## src/rtl/if_fetch_unit.sv

```systemverilog
// ============================================================================
// if_fetch_unit : credit-limited instruction fetch with in-flight PC tracking
// Revision 1.0
// ============================================================================
`default_nettype none

module if_fetch_unit #(
   parameter int DEPTH   = 2,
   parameter int ADDR_W  = 32,
   parameter int INSTR_W = 32
) (
   input  logic               clk,
   input  logic               rst,
   input  logic [ADDR_W-1:0]  PC,
   input  logic               flush,
   output logic               PC_Write_Final,
   output logic               imem_req_valid,
   output logic [ADDR_W-1:0]  imem_req_addr,
   input  logic               imem_req_ready,
   input  logic               imem_resp_valid,
   input  logic [INSTR_W-1:0] imem_resp_data,
   output logic               id_valid,
   output logic [ADDR_W-1:0]  id_pc,
   output logic [INSTR_W-1:0] id_instr,
   input  logic               id_ready
);

   localparam int PTR_W = (DEPTH > 1) ? $clog2(DEPTH) : 1;
   localparam int CNT_W = PTR_W + 1;
   localparam logic [CNT_W:0] LIMIT = (CNT_W + 1)'(DEPTH);

   logic               run;
   logic [CNT_W-1:0]   outstanding;
   logic [CNT_W-1:0]   discard;
   logic [CNT_W-1:0]   fifo_count;
   logic [ADDR_W-1:0]  pcq [DEPTH];
   logic [PTR_W-1:0]   pcq_rd;
   logic [PTR_W-1:0]   pcq_wr;
   logic [ADDR_W-1:0]  fifo_pc [DEPTH];
   logic [INSTR_W-1:0] fifo_instr [DEPTH];
   logic [PTR_W-1:0]   fifo_rd;
   logic [PTR_W-1:0]   fifo_wr;

   logic               flush_eff;
   logic               accept;
   logic               resp;
   logic               push;
   logic               pop;
   logic [CNT_W:0]     credit_used;

   // Flush is only meaningful once the unit is running, so reset keeps all outputs low.
   assign flush_eff      = flush & run;
   assign credit_used    = {1'b0, outstanding} + {1'b0, fifo_count};
   assign imem_req_valid = run & ~flush & (credit_used < LIMIT);
   assign imem_req_addr  = {PC[ADDR_W-1:2], 2'b00};
   assign accept         = imem_req_valid & imem_req_ready;
   assign PC_Write_Final = accept | flush_eff;

   // A response with nothing outstanding is a protocol error and is ignored.
   assign resp     = imem_resp_valid & (outstanding != '0);
   assign id_valid = (fifo_count != '0);
   assign id_pc    = fifo_pc[fifo_rd];
   assign id_instr = fifo_instr[fifo_rd];
   assign push     = resp & (discard == '0) & ~flush_eff;
   assign pop      = id_valid & id_ready & ~flush_eff;

   always_ff @(posedge clk or negedge rst) begin
      if (!rst) begin
         run         <= 1'b0;
         outstanding <= '0;
         discard     <= '0;
         fifo_count  <= '0;
         pcq_rd      <= '0;
         pcq_wr      <= '0;
         fifo_rd     <= '0;
         fifo_wr     <= '0;
         for (int i = 0; i < DEPTH; i++) begin
            pcq[i]        <= '0;
            fifo_pc[i]    <= '0;
            fifo_instr[i] <= '0;
         end
      end else begin
         run <= 1'b1;

         if (accept) begin
            pcq[pcq_wr] <= PC;
            pcq_wr      <= pcq_wr + 1'b1;
         end
         if (resp) begin
            pcq_rd <= pcq_rd + 1'b1;
         end
         outstanding <= outstanding + CNT_W'(accept) - CNT_W'(resp);

         if (flush_eff) begin
            // Every response still in flight after this cycle must be dropped.
            fifo_count <= '0;
            fifo_rd    <= '0;
            fifo_wr    <= '0;
            discard    <= outstanding - CNT_W'(resp);
         end else begin
            if (resp && (discard != '0)) begin
               discard <= discard - 1'b1;
            end
            if (push) begin
               fifo_pc[fifo_wr]    <= pcq[pcq_rd];
               fifo_instr[fifo_wr] <= imem_resp_data;
               fifo_wr             <= fifo_wr + 1'b1;
            end
            if (pop) begin
               fifo_rd <= fifo_rd + 1'b1;
            end
            fifo_count <= fifo_count + CNT_W'(push) - CNT_W'(pop);
         end
      end
   end

endmodule

`default_nettype wire

```

## config.mk

```make
export PLATFORM = sky130hd
export DESIGN_NAME = if_fetch_unit
export DESIGN_NICKNAME = d
export VERILOG_FILES = /design/src/rtl/if_fetch_unit.sv
export SDC_FILE = /design/constraint.sdc
export NUM_CORES = 1
export LEC_CHECK = 0
export CORE_MARGIN = 3
export CORE_UTILIZATION = 53
export DETAILED_ROUTE_END_ITERATION = 8
export HOLD_SLACK_MARGIN = 0.06
export PLACE_DENSITY = 0.81
export SYNTH_ARGS = -nofsm -noshare
export SYNTH_HDL_FRONTEND = slang
export SYNTH_SLANG_ARGS = --single-unit
```

## constraint.sdc

```tcl
create_clock -name clk -period 3 [get_ports clk]
set_input_delay 0.9 -clock clk [delete_from_list [all_inputs] [get_ports clk]]
set_output_delay 0.9 -clock clk [all_outputs]
set_load 0.05 [all_outputs]
```

[Word level (Yosys, flattened, before mapping)]
Index checks and enable logic that the tools add are counted.
Operators by class
  order comparisons: 7
  add/sub/neg operators: 11
  reductions and logical operators: 11
  muxes and demuxes: 23
  bitwise operators: 16
Operator list (number)
  32-bit 2-to-1 mux: 11
  64-bit bitwise mux: 3
  32-bit demux with 1-bit select: 2
  2-bit nonzero test: 6
  1-bit AND: 9
  2-bit greater-or-equal comparator, second input constant: 4
  1-bit NOT with 2-bit output: 4
  2-bit 2-to-1 mux: 3
  2-bit by 1-bit subtractor with 2-bit output: 3
  1-bit adder, second input constant: 4
  2-bit by 1-bit adder with 2-bit output: 2
  2-bit by 1-bit less-than comparator with 1-bit output, second input constant: 2
  1-bit 2-to-1 mux: 4
  2-bit by 2-bit adder with 3-bit output: 1
  1-bit logical AND: 3
  3-bit by 2-bit less-than comparator with 1-bit output, second input constant: 1
  2-bit zero test: 1
  1-bit NOT: 2
  2-bit AND reduction: 1
  2-bit by 1-bit subtractor with 2-bit output, second input constant: 1
  1-bit OR: 1
Storage, ports and cells
  output and inout port bits: 99
  register bits after elaboration: 203
  logic and storage cells: 82

[Longest topological paths before layout]
  depth after elaboration: 7
  gate-level depth with buffers: 9
  mapped depth without buffers: 9

[Least setup slack after synthesis]
OpenSTA, ideal clock, no wires.
  path kind: reg2out
  start point: register outstanding[0]
  end point: output PC_Write_Final
  data required time: 2100 ps
  slack: -634 ps
  cell stages (with the launch flop): 6
  buffers on the path: 0
  arrival time: 2734 ps
  cells stage by stage: dfrtp_1 and2_1 fa_1 nor4b_2 nand2_1 nand2_1
Between the ends
  longest elaborated chain between the ends: 5
Ends and longest elaborated chain
  start, declared: line 33  | logic [CNT_W-1:0] outstanding;
  start signal, assigned: line 92  | outstanding <= outstanding + CNT_W'(accept) - CNT_W'(resp);
  2-bit by 2-bit adder with 3-bit output: line 53  | assign credit_used = {1'b0, outstanding} + {1'b0, fifo_count};
  3-bit by 2-bit less-than comparator with 1-bit output: line 54  | assign imem_req_valid = run & ~flush & (credit_used < LIMIT);
  1-bit AND: line 54
  named net imem_req_valid: line 17  | output logic imem_req_valid,
  1-bit AND: line 56  | assign accept = imem_req_valid & imem_req_ready;
  1-bit OR: line 57  | assign PC_Write_Final = accept | flush_eff;
  end, declared: line 16  | output logic PC_Write_Final,
The timed path passes the listed nets, and every way through them passes these cells.

[Worst setup path after layout]
  start point: register fifo_count[0]
  end point: output PC_Write_Final
Between the ends
  longest elaborated chain between the ends: 5
Ends and longest elaborated chain
  start, declared: line 35  | logic [CNT_W-1:0] fifo_count;
  start signal, assigned: line 112  | fifo_count <= fifo_count + CNT_W'(push) - CNT_W'(pop);
  2-bit by 2-bit adder with 3-bit output: line 53
  3-bit by 2-bit less-than comparator with 1-bit output: line 54
  1-bit AND: line 54
  1-bit AND: line 56
  1-bit OR: line 57
No other way between the ends.

==> flow_metrics.tcl <==
set metrics [dict create \
    fin_skew_ns 0.01389 \
    critPathMaxStageDelay_ns 0.45 \
    antenna_found_initial 0 \
    required_ns 2.10 \
    dieWidth_microns 138.5 \
    worst_slew_pin_slew_ns 0.7133 \
    maxSlewHeadroom 0.5245 \
    h-tree-depth 1 \
    ys_warn_count 0 \
    cp_top_family "simple AND/OR/NAND/NOR gates" \
    synthDistinctLibCells 31 \
    hold_viol_final 0 \
    dpl_cell_area_sq_um 11220 \
    dieArea_sq_um 19170 \
    violations "setup timing" \
    viasPerCell 5.369 \
    grt_pass1_vias 6125 \
    path_clk_slew_ns 0.06 \
    dp_slack_ns 0.004285 \
    reg2reg_setup_slack_ns 0.45 \
    wl_microns 19500 \
    critPathCaptureType "output pin" \
    setup_viol 2 \
    p_total_mw 14.37 \
    grt_overflow 0 \
    post_route_cells_drive_above_1_share 0.5860 \
    drt_iter0_drc 136 \
    num_rows 47 \
    path_class "reg -> out" \
    drv_slew 0 \
    regArea_sq_um 5081 \
    n_antenna_cell 0 \
    core_area_sq_um 16880 \
    die_h_microns 138.5 \
    grt_use_total 0.2060 \
    area_growth_pct 29.47 \
    status "complete, but fails checks" \
    maxCapViolations 0 \
    clk_latency_ns 0.50 \
    postLayoutSetupSlackWorst_ns -0.03605 \
    path_buf_inv 1 \
    startpoint "fifo_count[0]" \
    io_pins 169 \
    grt_pass1_wl_microns 32730 \
    final_net_count 834 \
    grt_max_degree 80 \
    clock_path_buffers 3 \
    tns_ns -0.04061 \
    cp.arrival_ns 2.14 \
    clock_sinks 203 \
    period_share 1.012 \
    cts_tree "yes" \
    hold_ws_ns 0.4334 \
    holdBufCountCts 0 \
    yosys_register_bits 203 \
    path_cells "and2_4 > fa_2 > nor4b_4 > nand2_2 > nand2_4 > buf_12" \
    drc_errors 0 \
    gp_congestion 0.7733 \
    synth.avg_cell_area_sq_um 15.34 \
    io_buffers 166 \
    root_buffer "clkbuf_16" \
    start_kind "register" \
    crit_fanout 2 \
    ant_nets 0 \
    hold_path.class "in -> async" \
    dr.pass1.iters 6 \
    fillers 1059 \
    fin_cells 993 \
    dp_hpwl_microns 12800 \
    multi_input_area_sq_um 3799 \
    reg2reg_from "fifo_count[0]" \
    vdd_drop_max_uv 837.3 \
    fmax_mhz 329.4 \
    fin_crit_ns 3.036 \
    vias 5331 \
    synth.yosys.seq_area_share 0.5464 \
    syn_area_sq_um 9298 \
    wl_per_cell_microns 19.64 \
    fin_util 0.7132 \
    design_area_sq_um 12040 \
    cp_slowest_cell "fa_2" \
    placed_cells 949 \
    numCtsBuffers 22 \
    rsz0062_at_grt "yes" \
    p_leak_nw 5.763 \
    syn-instance-count 606 \
    initial_core_util 0.5509 \
    cellPowerDensity_nw_per_um2 1194 \
]
==> registers in the layout, summed over array words and instances, names as in the netlist <==
register and count:
pcq_rd 1, fifo_rd 1, fifo_instr 64, pcq 64, pcq_wr 1, run 1, fifo_pc 64, discard 2
outstanding 2, fifo_count 2, fifo_wr 1
==> worst paths after layout <==
kind,to,depth (start not counted)
setup / recovery,PC_Write_Final,6
hold / removal,fifo_pc[21],1
setup reg to reg,outstanding[1],11
hold reg to reg,pcq_wr,1
max in group asynchronous,fifo_pc[4],2
min in group clk,pcq_wr,1
==> cells in the mapped netlist, drive strengths merged <==
cell    count  area (sq um)
a31oi       1         6.260
and2        3         18.77
and3        2         12.51
buf        48         365.3
clkbuf     15         56.30
conb        2         7.510
dfrtp     203          5080
fa          1         20.02
ha          6         75.07
inv         7         26.27
mux2      288          3427
nand2       5         18.77
nand3       3         15.01
nand3b      1         7.510
nand4       1         6.260
nor2        3         11.26
nor4b       1         15.01
o211ai      2         15.01
o21ai       3         18.77
or2         1         6.260
or4         2         18.77
xnor2       5         43.79
xor2        3         26.28
==> cell type report <==
type,instances,share of cell area
Multi-Input combinational cell,334,0.3156
Inverter,7,0.002183
Sequential cell,203,0.4221
Clock buffer,31,0.05280
Tap cell,220,0.02287
Clock inverter,9,0.01226
Timing Repair Buffer,189,0.1722
==> cells by family after synthesis <==
kind of cell | count (synthesis) | share of synthesized area
muxes | 288 | 0.3686
AOI/OAI and AO/OA | 6 | 0.004306
adders and majority gates | 7 | 0.01023
xor gates and xnor gates | 8 | 0.007536
and+or+nand+nor | 22 | 0.01400
DFF | 203 | 0.5464
buffers and inverters | 70 | 0.04817
other | 2 | 0.0008077
==> worst reg2reg max path, delay by kind of cell, from the launching register on <==
kind / cells / cell delay, ns
XOR/XNOR: 2 / 0.32
adder cells (fa/ha/maj): 3 / 0.88
buffers and inverters: 3 / 0.32
flip-flops: 1 / 0.39
AND/OR/NAND/NOR: 3 / 0.56
==> routing by layer <==
| layer | GRT usage | routed length [microns] |
|---|---|---|
| met5 | 0 | 0 |
| met4 | 0.05564 | 393 |
| met3 | 0.04558 | 1087 |
| met2 | 0.3602 | 10100 |
| met1 | 0.2601 | 7916 |
==> timing repair <==
item,4_1_cts,5_1_grt
setup endpoints to repair,2,2
setup buffers,4,0
pin swaps,4,0
gates resized for setup,2,0
==> power breakdown <==
| part | switching [mW] | leakage (nW) | internal (mW) |
|---|---|---|---|
| combinational | 3.71 | 2.83 | 3.16 |
| clock | 1.06 | 0.383 | 1.82 |
| sequential | 0.673 | 2.55 | 3.95 |
==> placed cells by master, fill, tap and decap left out, types with 2 or more instances in the layout <==
cell type and n:
bufinv_16 4, nand3_1 3, nor2_1 3, nand2_1 3, conb_1 3, clkinv_2 4
clkbuf_8 4, inv_1 6, o211ai_1 2, clkbuf_16 23, dfrtp_1 202, o21ai_0 2
buf_12 38, mux2_4 49, xor2_1 3, ha_1 6, clkdlybuf4s50_1 69, xnor2_1 5
clkbuf_1 5, buf_4 81, mux2_2 238
(Power assumes the default switching activity.)
